<file path="src/rtl/ecu_boot_sequencer_pkg.sv">
// Shared types and default timing for the PULPino boot sequencer.
package ecu_boot_pkg;

  typedef enum logic [2:0] {
    ST_RESET     = 3'd0,
    ST_WAIT_LOCK = 3'd1,
    ST_PERIPH    = 3'd2,
    ST_CORE      = 3'd3,
    ST_FETCH     = 3'd4,
    ST_RUN       = 3'd5,
    ST_DRAIN     = 3'd6
  } boot_state_e;

  // Registered control outputs, one bit per reset/enable line.
  typedef struct packed {
    logic periph_rst_n;
    logic core_rst_n;
    logic fetch_en;
    logic boot_done;
  } boot_out_t;

  localparam int unsigned LOCK_FILT_DEFAULT    = 16;
  localparam int unsigned PERIPH_HOLD_DEFAULT  = 64;
  localparam int unsigned CORE_HOLD_DEFAULT    = 256;
  localparam int unsigned DRAIN_CYCLES_DEFAULT = 16;
  localparam int unsigned CNT_W_DEFAULT        = 16;
  localparam logic [31:0] BOOT_ADDR_DEFAULT    = 32'h0000_8000;

  // Output levels for a given state; the ordering periph -> core -> fetch
  // is encoded here so every state keeps the release chain intact.
  function automatic boot_out_t decode_outputs(input boot_state_e s);
    boot_out_t o;
    o = '0;
    case (s)
      ST_PERIPH, ST_CORE: begin
        o.periph_rst_n = 1'b1;
      end
      ST_FETCH, ST_DRAIN: begin
        o.periph_rst_n = 1'b1;
        o.core_rst_n   = 1'b1;
      end
      ST_RUN: begin
        o.periph_rst_n = 1'b1;
        o.core_rst_n   = 1'b1;
        o.fetch_en     = 1'b1;
        o.boot_done    = 1'b1;
      end
      default: o = '0;
    endcase
    return o;
  endfunction

endpackage

</file>
<file path="src/rtl/ecu_boot_sequencer_if.sv">
// Control/status bundle between the boot sequencer and the ECU top.
interface ecu_boot_sequencer_if;

  logic        soft_rst_req_i;
  logic        fetch_hold_i;
  logic        periph_rst_no;
  logic        core_rst_no;
  logic        fetch_enable_o;
  logic [31:0] boot_addr_o;
  logic        boot_done_o;
  logic [2:0]  state_o;
  logic [7:0]  restart_cnt_o;

  modport master (
    input  soft_rst_req_i,
    input  fetch_hold_i,
    output periph_rst_no,
    output core_rst_no,
    output fetch_enable_o,
    output boot_addr_o,
    output boot_done_o,
    output state_o,
    output restart_cnt_o
  );

  modport slave (
    output soft_rst_req_i,
    output fetch_hold_i,
    input  periph_rst_no,
    input  core_rst_no,
    input  fetch_enable_o,
    input  boot_addr_o,
    input  boot_done_o,
    input  state_o,
    input  restart_cnt_o
  );

endinterface

</file>
<file path="src/rtl/ecu_boot_sequencer_sync_2ff.sv">
// Two-flop synchronizer for a single asynchronous level (PLL lock, switches, keys).
module ecu_sync_2ff (
  input  logic clk,
  input  logic rst_n,
  input  logic d_i,
  output logic q_o
);

  logic stage1_d, stage1_q;
  logic stage2_d, stage2_q;

  // Shift the raw input through two stages to settle metastability.
  always_comb begin
    stage1_d = d_i;
    stage2_d = stage1_q;
  end

  // Both stages clear to 0 so a locked PLL is never assumed out of reset.
  always_ff @(posedge clk or negedge rst_n) begin
    if (!rst_n) begin
      stage1_q <= 1'b0;
      stage2_q <= 1'b0;
    end else begin
      stage1_q <= stage1_d;
      stage2_q <= stage2_d;
    end
  end

  assign q_o = stage2_q;

endmodule

</file>
<file path="src/rtl/ecu_boot_sequencer.sv">
// Power-up / soft-restart sequencer: releases peripheral reset, core reset
// and fetch_enable in fixed order with programmable hold times.
module ecu_boot_sequencer
  import ecu_boot_pkg::*;
#(
  parameter int unsigned LOCK_FILT    = LOCK_FILT_DEFAULT,
  parameter int unsigned PERIPH_HOLD  = PERIPH_HOLD_DEFAULT,
  parameter int unsigned CORE_HOLD    = CORE_HOLD_DEFAULT,
  parameter int unsigned DRAIN_CYCLES = DRAIN_CYCLES_DEFAULT,
  parameter int unsigned CNT_W        = CNT_W_DEFAULT,
  parameter logic [31:0] BOOT_ADDR    = BOOT_ADDR_DEFAULT
) (
  input  logic                 clk,
  input  logic                 rst_n,
  input  logic                 pll_locked_i,
  ecu_boot_sequencer_if.master bus
);

  // Terminal counts: a state of length N leaves on the edge where cnt == N-1.
  localparam logic [CNT_W-1:0] LOCK_LAST   = CNT_W'(LOCK_FILT - 1);
  localparam logic [CNT_W-1:0] PERIPH_LAST = CNT_W'(PERIPH_HOLD - 1);
  localparam logic [CNT_W-1:0] CORE_LAST   = CNT_W'(CORE_HOLD - 1);
  localparam logic [CNT_W-1:0] DRAIN_LAST  = CNT_W'(DRAIN_CYCLES - 1);

  logic             lock_s;
  boot_state_e      state_d, state_q;
  logic [CNT_W-1:0] cnt_d, cnt_q;
  logic [7:0]       restart_cnt_d, restart_cnt_q;
  boot_out_t        out_d, out_q;
  logic             soft_accept;

  ecu_sync_2ff u_lock_sync (
    .clk   (clk),
    .rst_n (rst_n),
    .d_i   (pll_locked_i),
    .q_o   (lock_s)
  );

  // Next-state, hold counter and restart counter; lock loss beats everything.
  always_comb begin
    state_d       = state_q;
    cnt_d         = cnt_q + CNT_W'(1);
    restart_cnt_d = restart_cnt_q;
    soft_accept   = 1'b0;

    case (state_q)
      ST_RESET: begin
        state_d = ST_WAIT_LOCK;
      end
      ST_WAIT_LOCK: begin
        if (!lock_s) begin
          cnt_d = '0;
        end else if (cnt_q == LOCK_LAST) begin
          state_d = ST_PERIPH;
        end
      end
      ST_PERIPH: begin
        if (!lock_s) begin
          state_d = ST_WAIT_LOCK;
        end else if (cnt_q == PERIPH_LAST) begin
          state_d = ST_CORE;
        end
      end
      ST_CORE: begin
        if (!lock_s) begin
          state_d = ST_WAIT_LOCK;
        end else if (cnt_q == CORE_LAST) begin
          state_d = ST_FETCH;
        end
      end
      ST_FETCH: begin
        cnt_d = cnt_q;
        if (!lock_s) begin
          state_d = ST_WAIT_LOCK;
        end else if (bus.soft_rst_req_i) begin
          state_d     = ST_DRAIN;
          soft_accept = 1'b1;
        end else if (!bus.fetch_hold_i) begin
          state_d = ST_RUN;
        end
      end
      ST_RUN: begin
        cnt_d = cnt_q;
        if (!lock_s) begin
          state_d = ST_WAIT_LOCK;
        end else if (bus.soft_rst_req_i) begin
          state_d     = ST_DRAIN;
          soft_accept = 1'b1;
        end
      end
      ST_DRAIN: begin
        if (!lock_s) begin
          state_d = ST_WAIT_LOCK;
        end else if (cnt_q == DRAIN_LAST) begin
          state_d = ST_CORE;
        end
      end
      default: begin
        state_d = ST_RESET;
      end
    endcase

    if (state_d != state_q) begin
      cnt_d = '0;
    end

    if (soft_accept && (restart_cnt_q != 8'hFF)) begin
      restart_cnt_d = restart_cnt_q + 8'd1;
    end

    out_d = decode_outputs(state_d);
  end

  // State, counters and decoded outputs all update on the same edge.
  always_ff @(posedge clk or negedge rst_n) begin
    if (!rst_n) begin
      state_q       <= ST_RESET;
      cnt_q         <= '0;
      restart_cnt_q <= 8'd0;
      out_q         <= '0;
    end else begin
      state_q       <= state_d;
      cnt_q         <= cnt_d;
      restart_cnt_q <= restart_cnt_d;
      out_q         <= out_d;
    end
  end

  assign bus.periph_rst_no  = out_q.periph_rst_n;
  assign bus.core_rst_no    = out_q.core_rst_n;
  assign bus.fetch_enable_o = out_q.fetch_en;
  assign bus.boot_done_o    = out_q.boot_done;
  assign bus.boot_addr_o    = BOOT_ADDR;
  assign bus.state_o        = state_q;
  assign bus.restart_cnt_o  = restart_cnt_q;

endmodule

</file>
<file path="src/flat_wrapper.sv">
// flat-port wrapper written by rule: the top's interface ports become plain ports
module ecu_boot_sequencer_flat import ecu_boot_pkg::*;
#(
  parameter int unsigned LOCK_FILT    = LOCK_FILT_DEFAULT,
  parameter int unsigned PERIPH_HOLD  = PERIPH_HOLD_DEFAULT,
  parameter int unsigned CORE_HOLD    = CORE_HOLD_DEFAULT,
  parameter int unsigned DRAIN_CYCLES = DRAIN_CYCLES_DEFAULT,
  parameter int unsigned CNT_W        = CNT_W_DEFAULT,
  parameter logic [31:0] BOOT_ADDR    = BOOT_ADDR_DEFAULT
)
  (clk, rst_n, pll_locked_i, bus_soft_rst_req_i, bus_fetch_hold_i, bus_periph_rst_no, bus_core_rst_no, bus_fetch_enable_o, bus_boot_addr_o, bus_boot_done_o, bus_state_o, bus_restart_cnt_o);
  ecu_boot_sequencer_if bus_i ();
  input  logic clk;
  input  logic rst_n;
  input  logic pll_locked_i;
  input wire logic [$bits(bus_i.soft_rst_req_i)-1:0] bus_soft_rst_req_i;
  input wire logic [$bits(bus_i.fetch_hold_i)-1:0] bus_fetch_hold_i;
  output wire logic [$bits(bus_i.periph_rst_no)-1:0] bus_periph_rst_no;
  output wire logic [$bits(bus_i.core_rst_no)-1:0] bus_core_rst_no;
  output wire logic [$bits(bus_i.fetch_enable_o)-1:0] bus_fetch_enable_o;
  output wire logic [$bits(bus_i.boot_addr_o)-1:0] bus_boot_addr_o;
  output wire logic [$bits(bus_i.boot_done_o)-1:0] bus_boot_done_o;
  output wire logic [$bits(bus_i.state_o)-1:0] bus_state_o;
  output wire logic [$bits(bus_i.restart_cnt_o)-1:0] bus_restart_cnt_o;
  assign bus_i.soft_rst_req_i = bus_soft_rst_req_i;
  assign bus_i.fetch_hold_i = bus_fetch_hold_i;
  assign bus_periph_rst_no = bus_i.periph_rst_no;
  assign bus_core_rst_no = bus_i.core_rst_no;
  assign bus_fetch_enable_o = bus_i.fetch_enable_o;
  assign bus_boot_addr_o = bus_i.boot_addr_o;
  assign bus_boot_done_o = bus_i.boot_done_o;
  assign bus_state_o = bus_i.state_o;
  assign bus_restart_cnt_o = bus_i.restart_cnt_o;
  ecu_boot_sequencer #(.LOCK_FILT(LOCK_FILT), .PERIPH_HOLD(PERIPH_HOLD), .CORE_HOLD(CORE_HOLD), .DRAIN_CYCLES(DRAIN_CYCLES), .CNT_W(CNT_W), .BOOT_ADDR(BOOT_ADDR)) u_core (.clk(clk), .rst_n(rst_n), .pll_locked_i(pll_locked_i), .bus(bus_i));
endmodule
</file>
<file path="config.mk">
export PLATFORM = sky130hd
export DESIGN_NAME = ecu_boot_sequencer_flat
export DESIGN_NICKNAME = d
export VERILOG_FILES = /design/src/rtl/ecu_boot_sequencer_pkg.sv /design/src/rtl/ecu_boot_sequencer_if.sv /design/src/rtl/ecu_boot_sequencer_sync_2ff.sv /design/src/rtl/ecu_boot_sequencer.sv /design/src/flat_wrapper.sv
export SDC_FILE = /design/constraint.sdc
export NUM_CORES = 1
export LEC_CHECK = 0
export CAP_MARGIN = 20
export CORE_MARGIN = 2
export CORE_UTILIZATION = 28
export CTS_CLUSTER_SIZE = 10
export DETAILED_ROUTE_END_ITERATION = 8
export PLACE_DENSITY = 0.48
export SLEW_MARGIN = 25
export SYNTH_ARGS = -nofsm -noshare
export SYNTH_HDL_FRONTEND = slang
export SYNTH_SLANG_ARGS = --single-unit
export TNS_END_PERCENT = 1
</file>
<file path="constraint.sdc">
create_clock -name clk -period 3.4 [get_ports clk]
set_clock_uncertainty 0.05 [all_clocks]
set_input_delay 0.68 -clock clk [delete_from_list [all_inputs] [get_ports clk]]
set_output_delay 0.68 -clock clk [all_outputs]
set_load 0.02 [all_outputs]
</file>
Yosys cells after proc, flatten, opt, wreduce, memory -nomap -nowiden:

Cells that the tools add are included.
Widths: inputs -> output; s select.

* register bits: 33
* bits of input ports: 5
* logic and storage cells: 56
* output and inout bits: 47

* eq/ne operators: 17
* add/sub/neg operators: 2
* reductions and logical operators: 5
* mux-type cells: 23

Operators by type and width (count)
* $mux 3: 13
* $mux 16: 2
* $pmux 16 s2: 1
* $pmux 3 s7: 1
* $eq 3x3->1 const B: 6
* $add 16x1->16 const B: 1
* $eq 16x4->1 const B: 1
* $eq 16x6->1 const B: 1
* $eq 16x8->1 const B: 1
* $eq 3x2->1 const B: 4
* $add 8x1->8 const B: 1
* $ne 8x8->1 const B: 1
* $mux 1: 5
* $reduce_or 5->1: 1
* $eq 3x1->1 const B: 1
* $logic_not 3->1: 1
* $ne 3x3->1: 1
* $reduce_or 3->1: 1
* $mux 2: 1
* $ne 2x1->1 const B: 1
* $reduce_or 2->1: 1
* $logic_and 1x1->1: 1

Longest topological paths before layout:

Gate-level depths: netlist of the first run.

* depth in word-level cells: 7
* mapped depth: 9
* depth with buffers taken out: 7

By module:

From an unflattened synthesis of the first run, not the netlist that was laid out.

* cells, all modules: 215
* area, all modules: 2082.0 µm²

By module, submodules not included
* ecu_boot_sequencer: area each 2031.9 µm², times used 1, seq. area each 750.7 µm², cells an instance 213
* ecu_sync_2ff: area each 50.0 µm², times used 1, seq. area each 50.0 µm², cells an instance 2

Worst setup path after synthesis of the first run:

No wires, ideal clock.

* path kind: register to register
* start point: reg u_core.cnt_q[13]
* end point: reg u_core.cnt_q[14]
* buffers on the path: 2
* setup time: 89 ps
* data required time: 3261 ps
* arrival time: 2537 ps
* clock period less this slack: 2677 ps
* cell stages (with the launch flop): 9
* slack: 723 ps
* cells stage by stage: dfrtp_1 -> or4_4 -> nor4_4 -> a211o_2 -> o311ai_4 -> or4_4 -> buf_6 -> buf_8 -> a211oi_2

* longest elaborated chain between the ends: 6
* elaborated cells on any way between the ends: 18
* those cells by class: add/sub: 1; eq/ne: 5; mux: 12

RTL lines
* start, declared: RTL line ecu_boot_sequencer.sv:27 `logic [CNT_W-1:0] cnt_d, cnt_q;`
* start signal, assigned: RTL line ecu_boot_sequencer.sv:123 `cnt_q <= cnt_d;`
* $eq 16x4->1, or another cell as far along: RTL line ecu_boot_sequencer.sv:53, ecu_boot_sequencer.sv:94
* $mux 3 (on tied branches) (2 in a row)
* $pmux 3 s7: RTL line ecu_boot_sequencer.sv:46 `case (state_q)`
* $ne 3x3->1: RTL line ecu_boot_sequencer.sv:103 `if (state_d != state_q) begin`
* $ne 2x1->1 (no source line) / $mux 16 (equally long branches)

Parallel ways exist; a longest one is shown, timed or not.
A chain may end at the register's enable or synchronous reset.

Final worst setup path of the first run:

* start point: reg u_core.cnt_q[13]
* end point: reg u_core.cnt_q[2]

* longest elaborated chain between the ends: 6
* elaborated cells on any way between the ends: 15
* those cells by class: eq/ne: 5; mux: 10

RTL lines (RTL line)
* $eq 16x4->1, or another cell as far along: ecu_boot_sequencer.sv:53, ecu_boot_sequencer.sv:94
* $mux 3 (on tied branches) (2 in a row)
* $pmux 3 s7 *: ecu_boot_sequencer.sv:46
* $ne 3x3->1 *: ecu_boot_sequencer.sv:103
* $ne 2x1->1 (no source line) / $mux 16 (equally long branches)

Mark *: on every way between the ends. The rest lies on a longest branch, timed or not.

==> results of run 1 <==
-- layer usage --
layer,vias up,part of all wire
li1,835,-
met1,854,0.50
met2,49,0.45
met3,6,0.043
met4,0,0.012
met5,-,0
-- power groups by stage --
stage | logic (W) | registers [W] | clock network, W
after floorplan | 0.000100 | 0.000417 | 0
after global placement | 0.0000922 | 0.000423 | 0
after detailed placement | 0.0000929 | 0.000424 | 0
after CTS | 0.0000933 | 0.000416 | 0.000397
after global routing | 0.000104 | 0.000421 | 0.000414
final | 0.0000920 | 0.000417 | 0.000387
-- cells by family after synthesis --
kind of cell    count (synthesis)  share of synthesized area
simple gates                   81                      0.213
compound gates                 63                      0.210
buf+inv                        53                      0.157
flops                          32                      0.367
xor+xnor                        8                     0.0321
fa+ha+maj                       2                     0.0115
other cells                     2                    0.00345
mux                             1                    0.00517
-- cell usage in the layout (no fill, tap or decap), types with 2 or more instances in the layout --
master | Yosys | routed
o221ai_1 | 2 | 2
or4_4 | 3 | 3
or3_1 | 2 | 2
ha_1 | 2 | 2
o21ai_0 | 14 | 14
nor3_1 | 6 | 6
a22oi_1 | 2 | 2
nor2_1 | 6 | 6
nand3_1 | 11 | 11
a21oi_1 | 17 | 17
nor2b_1 | 4 | 4
nor4_1 | 3 | 3
or3b_2 | 2 | 2
dfrtp_1 | 32 | 32
a31oi_1 | 3 | 3
and2_1 | 4 | 4
a211oi_1 | 3 | 3
a211oi_2 | 4 | 4
conb_1 | 2 | 32
clkdlybuf4s50_1 | 0 | 19
a221oi_1 | 3 | 3
clkbuf_8 | 0 | 5
xor2_1 | 3 | 3
buf_4 | 33 | 5
nand4_1 | 4 | 4
nand2_1 | 22 | 22
and3_1 | 6 | 6
inv_1 | 4 | 4
xnor2_1 | 5 | 5
or4_1 | 3 | 3
o211ai_1 | 3 | 3
-- metrics by stage --
step	total power, W	hold WS, ps	std cells
3_5_place_dp	0.000516	287	350
5_1_grt	0.000939	316	358
6_report	0.000895	304	358
2_1_floorplan	0.000518	281	272
4_1_cts	0.000907	307	358
3_3_place_gp	0.000516	285	350
-- state kept, by name (all words and copies together), names as in the netlist --
signal	count
u_core.u_lock_sync.q_o	1
u_core.bus.state_o	3
u_core.bus.core_rst_no	1
u_core.bus.boot_done_o	1
u_core.bus.restart_cnt_o	8
u_core.u_lock_sync.stage1_q	1
u_core.cnt_q	16
u_core.bus.periph_rst_no	1
-- how the worst max path moves through the flow --
stage                     slack (ps)          endpoint  depth (start not counted)
after floorplan                  720  u_core.cnt_q[14]                          8
after global placement           490  u_core.cnt_q[10]                          5
after detailed placement         500  u_core.cnt_q[11]                          6
after CTS                        470  u_core.cnt_q[11]                          5
after global routing             220  u_core.cnt_q[11]                          5
final                            470   u_core.cnt_q[2]                          5
-- final cells by class --
class / instances / area share
multi-input cells: 187 / 0.471
flip-flops and latches: 32 / 0.328
repair buffers: 24 / 0.0934
well taps: 102 / 0.0523
clock buffers: 5 / 0.0282
clock inverters: 3 / 0.0190
inverters: 5 / 0.00770
-- critical path, delay by kind of cell (launching register included) --
family | cells | cell delay [ps]
simple gates | 3 | 1770
flops | 1 | 430
compound gates | 2 | 560
==> results_dict.tcl, run 1 <==
set metrics [dict create \
    antenna_left 0 \
    cts_tree "done" \
    vias_per_cell 4.87 \
    fin_setup_tns_ps 0 \
    route.detailed.drc 0 \
    p_leak_nw 1.04 \
    slowest_delay_ps 600 \
    yosysSeqAreaShare 0.367 \
    cts_inserted_buffers 5 \
    status "complete, no violations" \
    layout.nets 262 \
    grt_usage 0.118 \
    multi_input_comb_area_um2 1150 \
    period_minus_slack_ps 2930 \
    rr_worst_depth 5 \
    cts-root-buf "clkbuf_8" \
    synth_area_um2 2180 \
    clock_latency_ps 290 \
    maxSlewViolCount 0 \
    hold_depth 0 \
    drt_first_pass_iters 4 \
    p_sw_frac 0.280 \
    yosysWarnings 0 \
    critPathLaunchType "flop" \
    maxCapViolCount 0 \
    cp.arrival_ps 3060 \
    hold_buffers 0 \
    postLayoutCoreUtil 0.319 \
    num_rows 32 \
    crit_path_cell_trace "or4_4, nor4_2, a311oi_1, or4_4, a221oi_1" \
    finalSetupViolations 0 \
    die_area_um2 8510 \
    min_path_type "flop to flop" \
    p_sw_w 0.000251 \
    drt_iter0_markers 108 \
    critPathMaxFanout 16 \
    grt_pass1_vias 1612 \
    regToRegSetupSlack_ps 470 \
    min_to "u_core.u_lock_sync.q_o" \
    cp.required_ps 3530 \
    endpoint_kind "flop" \
    hp-start "u_core.u_lock_sync.stage1_q" \
    htreeDepth 2 \
    worstSetupPathType "flop to flop" \
    path_clk_slew_ps 80 \
    power_density_nw_per_um2 367 \
    dp_hpwl_um 3220 \
    yosysTopAreaCellShare 0.367 \
    rr_endpoint "u_core.cnt_q[2]" \
    p_int_w 0.000644 \
    startpoint "u_core.cnt_q[13]" \
    drt-total-wl_um 4830 \
    syn-mean-instance-area_um2 9.01 \
    clockBufferDepth 2 \
    cts_setup_buffers 0 \
    ys.flop_type "dfrtp_1" \
    slew_headroom 0.430 \
    grt_antenna_before_repair 0 \
    synthArstFlopShare 1.00 \
    r2r_start "u_core.cnt_q[13]" \
    area_growth_pct 11.9 \
    place_ws_ps 500 \
    cts.sinks 32 \
    seq_power_share 0.465 \
    placed_area_um2 2320 \
    grt-ovfl-total 0 \
    peakVddDrop_v 0.000199 \
    synth.distinct_cells 52 \
    die_h_um 92.2 \
    grt_use_met1 0.168 \
    die_w_um 92.2 \
    comb_power_share 0.103 \
    synthMostInstantiatedCell "buf_4" \
    grt_use_met2 0.172 \
    drive_gt1_frac 0.113 \
    place.gp.congestion 0.755 \
    stdcell_area_um2 2440 \
    netlist_instances 242 \
    vias 1744 \
    num-fill-cells 815 \
    top_usage_layer "met2" \
    port_buffers 19 \
    cts_resized 0 \
    yosysTopAreaCell "dfrtp_1" \
    synth_edf_count 0 \
    crit_path_top_delay_cell "or4_4" \
    diodes 0 \
    ys_seq_elements 32 \
    grt_max_degree 33 \
    ys_top_cells_by_area "dfrtp_1 (37%), buf_4 (11%), a21oi_1 (3.9%)" \
    wire_per_inst_um 13.5 \
    max_freq_ghz 0.342 \
    cp_common_cell "or4_4" \
    io_pins 52 \
    gr-usage-met3 0.0279 \
    core-area_um2 7650 \
    grt_pass1_wl_um 8050 \
    period_share 0.861 \
    ys_top_cells_by_count "buf_4 (33), dfrtp_1 (32), nand2_1 (22)" \
    worst_pin_slew_ps 847 \
    clockPowerShare 0.432 \
    finalHoldViolations 0 \
    rsz0062_at_grt "false" \
    regArea_um2 801 \
    start_util 0.285 \
    fin_ws_ps 472 \
]
Power figures use the tool's default switching activity.
==> run 2, diff against run 1 <==
- SYNTH_HIERARCHICAL: unset -> 1
==> run 2 against run 1 <==
  * Power decreased by 8.2%
  * Flip-flop and latch count unchanged
  * Routed wire length is 18% lower
  * Utilization rose by 0.63 points
  * Register-to-register slack improved by 440 ps
  * Combinational power is 34% lower
  * Area after synthesis is 4.5% lower
  * Synthesized cell count shrank 11%
  * Critical endpoint is now u_core/cnt_q[5]
  * Highest routed layer unchanged
==> results_dict.tcl, run 2 <==
set metrics [dict create \
    clockBufferDepth 2 \
    synth_top_family_by_area "simple AND/OR/NAND/NOR gates" \
    wire_per_inst_um 12.0 \
    yosysSeqAreaShare 0.385 \
    synth-adder-area-share 0.0120 \
    synth_edf_count 0 \
    ys_top_cells_by_area "dfrtp_1 (38%), buf_4 (12%), xor2_1 (5.5%)" \
    die_w_um 90.2 \
    htreeDepth 2 \
    netlist_instances 215 \
    max_freq_ghz 0.402 \
    layout.nets 239 \
    place.gp.congestion 0.826 \
    min_path_type "flop to flop" \
    drt_iter0_markers 36 \
    synth-compound-area-share 0.0601 \
    drive_gt1_frac 0.124 \
    p_leak_nw 0.986 \
    period_share 0.732 \
    fin_setup_tns_ps 0 \
    largest_register_ffs 16 \
    cts.sinks 32 \
    core-area_um2 7210 \
    rsz0062_at_grt "false" \
    regToRegSetupSlack_ps 910 \
    clock_latency_ps 290 \
    finalSetupViolations 0 \
    drt-total-wl_um 3990 \
    num_rows 31 \
    die_area_um2 8140 \
    hold_buffers 0 \
    cp.arrival_ps 2560 \
    ys_seq_elements 32 \
    syn-mean-instance-area_um2 9.68 \
    route.detailed.drc 0 \
    cp.required_ps 3470 \
    ys.flop_type "dfrtp_1" \
    synth.distinct_cells 45 \
    maxCapViolCount 0 \
    worstSetupPathType "flop to flop" \
    antenna_left 0 \
    cts_inserted_buffers 5 \
    status "complete, no violations" \
    grt_pass1_vias 1354 \
    vias 1486 \
    yosysWarnings 6 \
    cts_setup_buffers 0 \
    period_minus_slack_ps 2490 \
    port_buffers 19 \
    peakVddDrop_v 0.000126 \
    synth_mux_area_frac 0.00541 \
    synth_area_um2 2080 \
    grt_pass1_wl_um 6890 \
    endpoint_kind "flop" \
    synthXorXnorAreaFrac 0.0883 \
    synthMostInstantiatedCell "buf_4" \
    critPathMaxFanout 16 \
    vias_per_cell 4.48 \
    diodes 0 \
    finalHoldViolations 0 \
    yosysTopAreaCellShare 0.385 \
    power_density_nw_per_um2 350 \
    grt_usage 0.104 \
    worst_pin_slew_ps 747 \
    critPathLaunchType "flop" \
    maxSlewViolCount 0 \
    yosys.area_share.simple 0.302 \
    start_util 0.289 \
    mostFrequentLayoutCells "conb_1 (32), dfrtp_1 (32), clkdlybuf4s50_1 (19)" \
    grt-ovfl-total 0 \
    ys_top_cells_by_count "buf_4 (34), dfrtp_1 (32), nand2_1 (14)" \
    slew_headroom 0.502 \
    area_growth_pct 12.7 \
    cts_tree "done" \
    cts-root-buf "clkbuf_8" \
    dp_hpwl_um 2790 \
    drt_first_pass_iters 4 \
    largest_register "u_core/cnt_q" \
    place_ws_ps 656 \
    grt_max_degree 33 \
    cts_resized 0 \
    fin_ws_ps 912 \
    grt_antenna_before_repair 0 \
    yosysTopAreaCell "dfrtp_1" \
    io_pins 52 \
    die_h_um 90.2 \
    path_clk_slew_ps 80 \
    synthArstFlopShare 1.00 \
]
run 2: final timing paths:
check	cells past startpoint	from	to
worst min register to register	0	u_core/u_lock_sync/stage1_q	u_core/u_lock_sync/q_o
worst max-delay path	7	u_core/cnt_q[0]	u_core/cnt_q[5]
min in group asynchronous	2	rst_n	u_core/cnt_q[13]
max in group asynchronous	2	rst_n	u_core/cnt_q[4]
worst max register to register	7	u_core/cnt_q[0]	u_core/cnt_q[5]
worst min-delay path	0	u_core/u_lock_sync/stage1_q	u_core/u_lock_sync/q_o
run 2: area by class of cell:
cell class,count,area [um2]
multi-input cells,171,1100
fillers,762,4870
repair buffers,21,205
clock buffers,5,68.8
inverters,1,3.75
well taps,99,124
clock inverters,3,42.5
flip-flops and latches,32,801
run 2: kinds of logic after synthesis:
| family | after synthesis |
|---|---|
| simple gates | 97 |
| buf+inv | 42 |
| flops | 32 |
| xor+xnor | 21 |
| compound gates | 18 |
| fa+ha+maj | 2 |
| other cells | 2 |
| mux | 1 |
run 2: power by group:
| group | internal, W | total, W | switching [W] |
|---|---|---|---|
| clock | 0.000217 | 0.000370 | 0.000153 |
| combinational | 0.0000114 | 0.0000607 | 0.0000493 |
| sequential | 0.000384 | 0.000391 | 0.00000702 |
run 2: layer usage:
| layer | up-vias | track usage | share of wire |
|---|---|---|---|
| met1 | 713 | 0.139 | 0.48 |
| li1 | 738 | - | - |
| met2 | 30 | 0.166 | 0.47 |
| met3 | 5 | 0.0201 | 0.027 |
| met4 | 0 | 0.0423 | 0.016 |
| met5 | - | 0 | 0 |
run 2: critical path, stage by stage, from the launching register on:
cell,delay [ps]
dfrtp_1,400
ha_1,310
nor4bb_1,240
nand4b_1,250
a21o_1,260
nand2_1,70
o21a_1,600
nor4_1,150
run 2: metrics by stage:
step	instances	hold WS, ps	cell area (um2)	util	total power, W
global placement	324	284	2230	0.310	0.000460
detailed placement	324	289	2230	0.310	0.000460
global route	332	323	2350	0.325	0.000856
floorplan	245	281	2190	-	0.000470
finish	332	299	2350	0.325	0.000822
CTS	332	303	2350	0.325	0.000833
==> run 3, diff against run 2 <==
- clock period: 3.4 -> 2.3 ns (I/O delays scaled with it)
==> run 3 against run 2 <==
  * Cell count grew 4.2%
  * Die area unchanged
  * Combinational power increased by 53%
  * Routed wire length up 9.5%
  * Via count rose by 3.5%
  * Clock power is 25% higher
  * Critical path depth shrank 2
  * Sequential share of layout area down 1.7 points
  * Non-clock buffer count rose by 14
  * Sequential power up 48%
  * Critical path type unchanged
  * Critical endpoint is now u_core/bus.boot_done_o
==> results_dict.tcl, run 3 (synthesis results as in run 2) <==
set metrics [dict create \
    layout.nets 253 \
    clockBufferDepth 2 \
    start_util 0.289 \
    grt_pass1_wl_um 7580 \
    crit_family "simple AND/OR/NAND/NOR gates" \
    cts.sinks 32 \
    slew_headroom 0.634 \
    finalSetupViolations 0 \
    mostFrequentLayoutCells "conb_1 (32), dfrtp_1 (32), clkdlybuf4s50_1 (19)" \
    drt_first_pass_iters 4 \
    dp_hpwl_um 3010 \
    cts_inserted_buffers 5 \
    endpoint_kind "flop" \
    period_share 0.949 \
    grt_antenna_before_repair 0 \
    path_clk_slew_ps 70 \
    vias_per_cell 4.45 \
    cp.arrival_ps 2320 \
    critPathMaxFanout 5 \
    multi_input_comb_area_um2 1110 \
    maxCapViolCount 0 \
    die_area_um2 8140 \
    vias 1538 \
    critPathLaunchType "flop" \
    period_minus_slack_ps 2180 \
    drt-total-wl_um 4360 \
    drive_gt1_frac 0.182 \
    core-area_um2 7210 \
    regArea_um2 801 \
    die_h_um 90.2 \
    cts-root-buf "clkbuf_8" \
    min_path_type "flop to flop" \
    grt-ovfl-total 0 \
    crit_path_cell_trace "or4_4, nor4_4, a41oi_2, or3_4, and3_1" \
    num-fill-cells 758 \
    worstSetupPathType "flop to flop" \
    grt_max_degree 33 \
    fin_setup_tns_ps 0 \
    num_rows 31 \
    diodes 0 \
    wl_met2_um 2040 \
    hold_buffers 0 \
    place.gp.congestion 0.762 \
    die_w_um 90.2 \
    finalHoldViolations 0 \
    fin_ws_ps 117 \
    largest_register_ffs 16 \
    top_layer_used "met4" \
    slowest_delay_ps 570 \
    port_buffers 19 \
    drt_iter0_markers 99 \
    grt_usage 0.117 \
    htreeDepth 2 \
    crit_buf_inv 0 \
    p_leak_nw 1.07 \
    largest_register "u_core/cnt_q" \
    wl_met1_um 2140 \
    status "complete, no violations" \
    antenna_left 0 \
    cts_tree "done" \
    rsz0062_at_grt "false" \
    whs_ps 304 \
    place_ws_ps 68.3 \
    placed_cells 335 \
    crit_path_top_delay_cell "or4_4" \
    max_freq_ghz 0.458 \
    cp.required_ps 2430 \
    worst_pin_slew_ps 549 \
    power_density_nw_per_um2 459 \
    wl_met3_um 136 \
    grt_pass1_vias 1494 \
    area_growth_pct 18.7 \
    p_total_w 0.00113 \
    wire_per_inst_um 12.6 \
    route.detailed.drc 0 \
    instances_no_fill 346 \
    io_pins 52 \
    peakVddDrop_v 0.000160 \
    maxSlewViolCount 0 \
    clock_latency_ps 290 \
]
-- run 3: path summary, 6_finish.rpt --
| path | from | end | slack [ps] | depth (start not counted) |
|---|---|---|---|---|
| worst max register to register | u_core/cnt_q[12] | u_core/bus.boot_done_o | 120 | 5 |
| worst min-delay path | u_core/u_lock_sync/stage1_q | u_core/u_lock_sync/q_o | 300 | 0 |
| worst min register to register | u_core/u_lock_sync/stage1_q | u_core/u_lock_sync/q_o | 300 | 0 |
| worst max-delay path | u_core/cnt_q[12] | u_core/bus.boot_done_o | 120 | 5 |
| min in group asynchronous | rst_n | u_core/cnt_q[8] | 530 | 2 |
| max in group asynchronous | rst_n | u_core/bus.restart_cnt_o[0] | 1370 | 2 |
-- run 3: layout make-up --
type / count / area share
flip-flops and latches: 32 / 0.324
multi-input cells: 171 / 0.451
clock inverters: 2 / 0.00405
well taps: 99 / 0.0501
clock buffers: 6 / 0.0334
inverters: 1 / 0.00152
repair buffers: 35 / 0.136
-- run 3: stage by stage --
stage | cell area (um2) | util
after floorplan | 2190 | -
after global placement | 2340 | 0.325
after detailed placement | 2340 | 0.325
after CTS | 2430 | 0.337
after global routing | 2470 | 0.343
final | 2470 | 0.343
-- run 3: power by group --
part	internal, W	total (W)	switching (W)
sequential	0.000568	0.000579	0.0000101
clock	0.000239	0.000462	0.000223
combinational	0.0000191	0.0000931	0.0000740
total	0.000826	0.00113	0.000307
-- run 3: worst reg2reg max path, cell delays in order, from the launching register on --
cell     delay (ps)
dfrtp_1         430
or4_4           570
nor4_4          360
a41oi_2         140
or3_4           350
and3_1          180
-- run 3: metal layers --
layer | up-vias | GRT usage
met5 | - | 0
met4 | 0 | 0.0462
met3 | 2 | 0.0277
met2 | 34 | 0.178
met1 | 742 | 0.161
li1 | 760 | -
-- run 3: timing repair --
action / 4_1_cts / 5_1_grt
resized for setup: 0 / 2
setup buffers: 0 / 3
setup endpoints to repair: 0 / 4
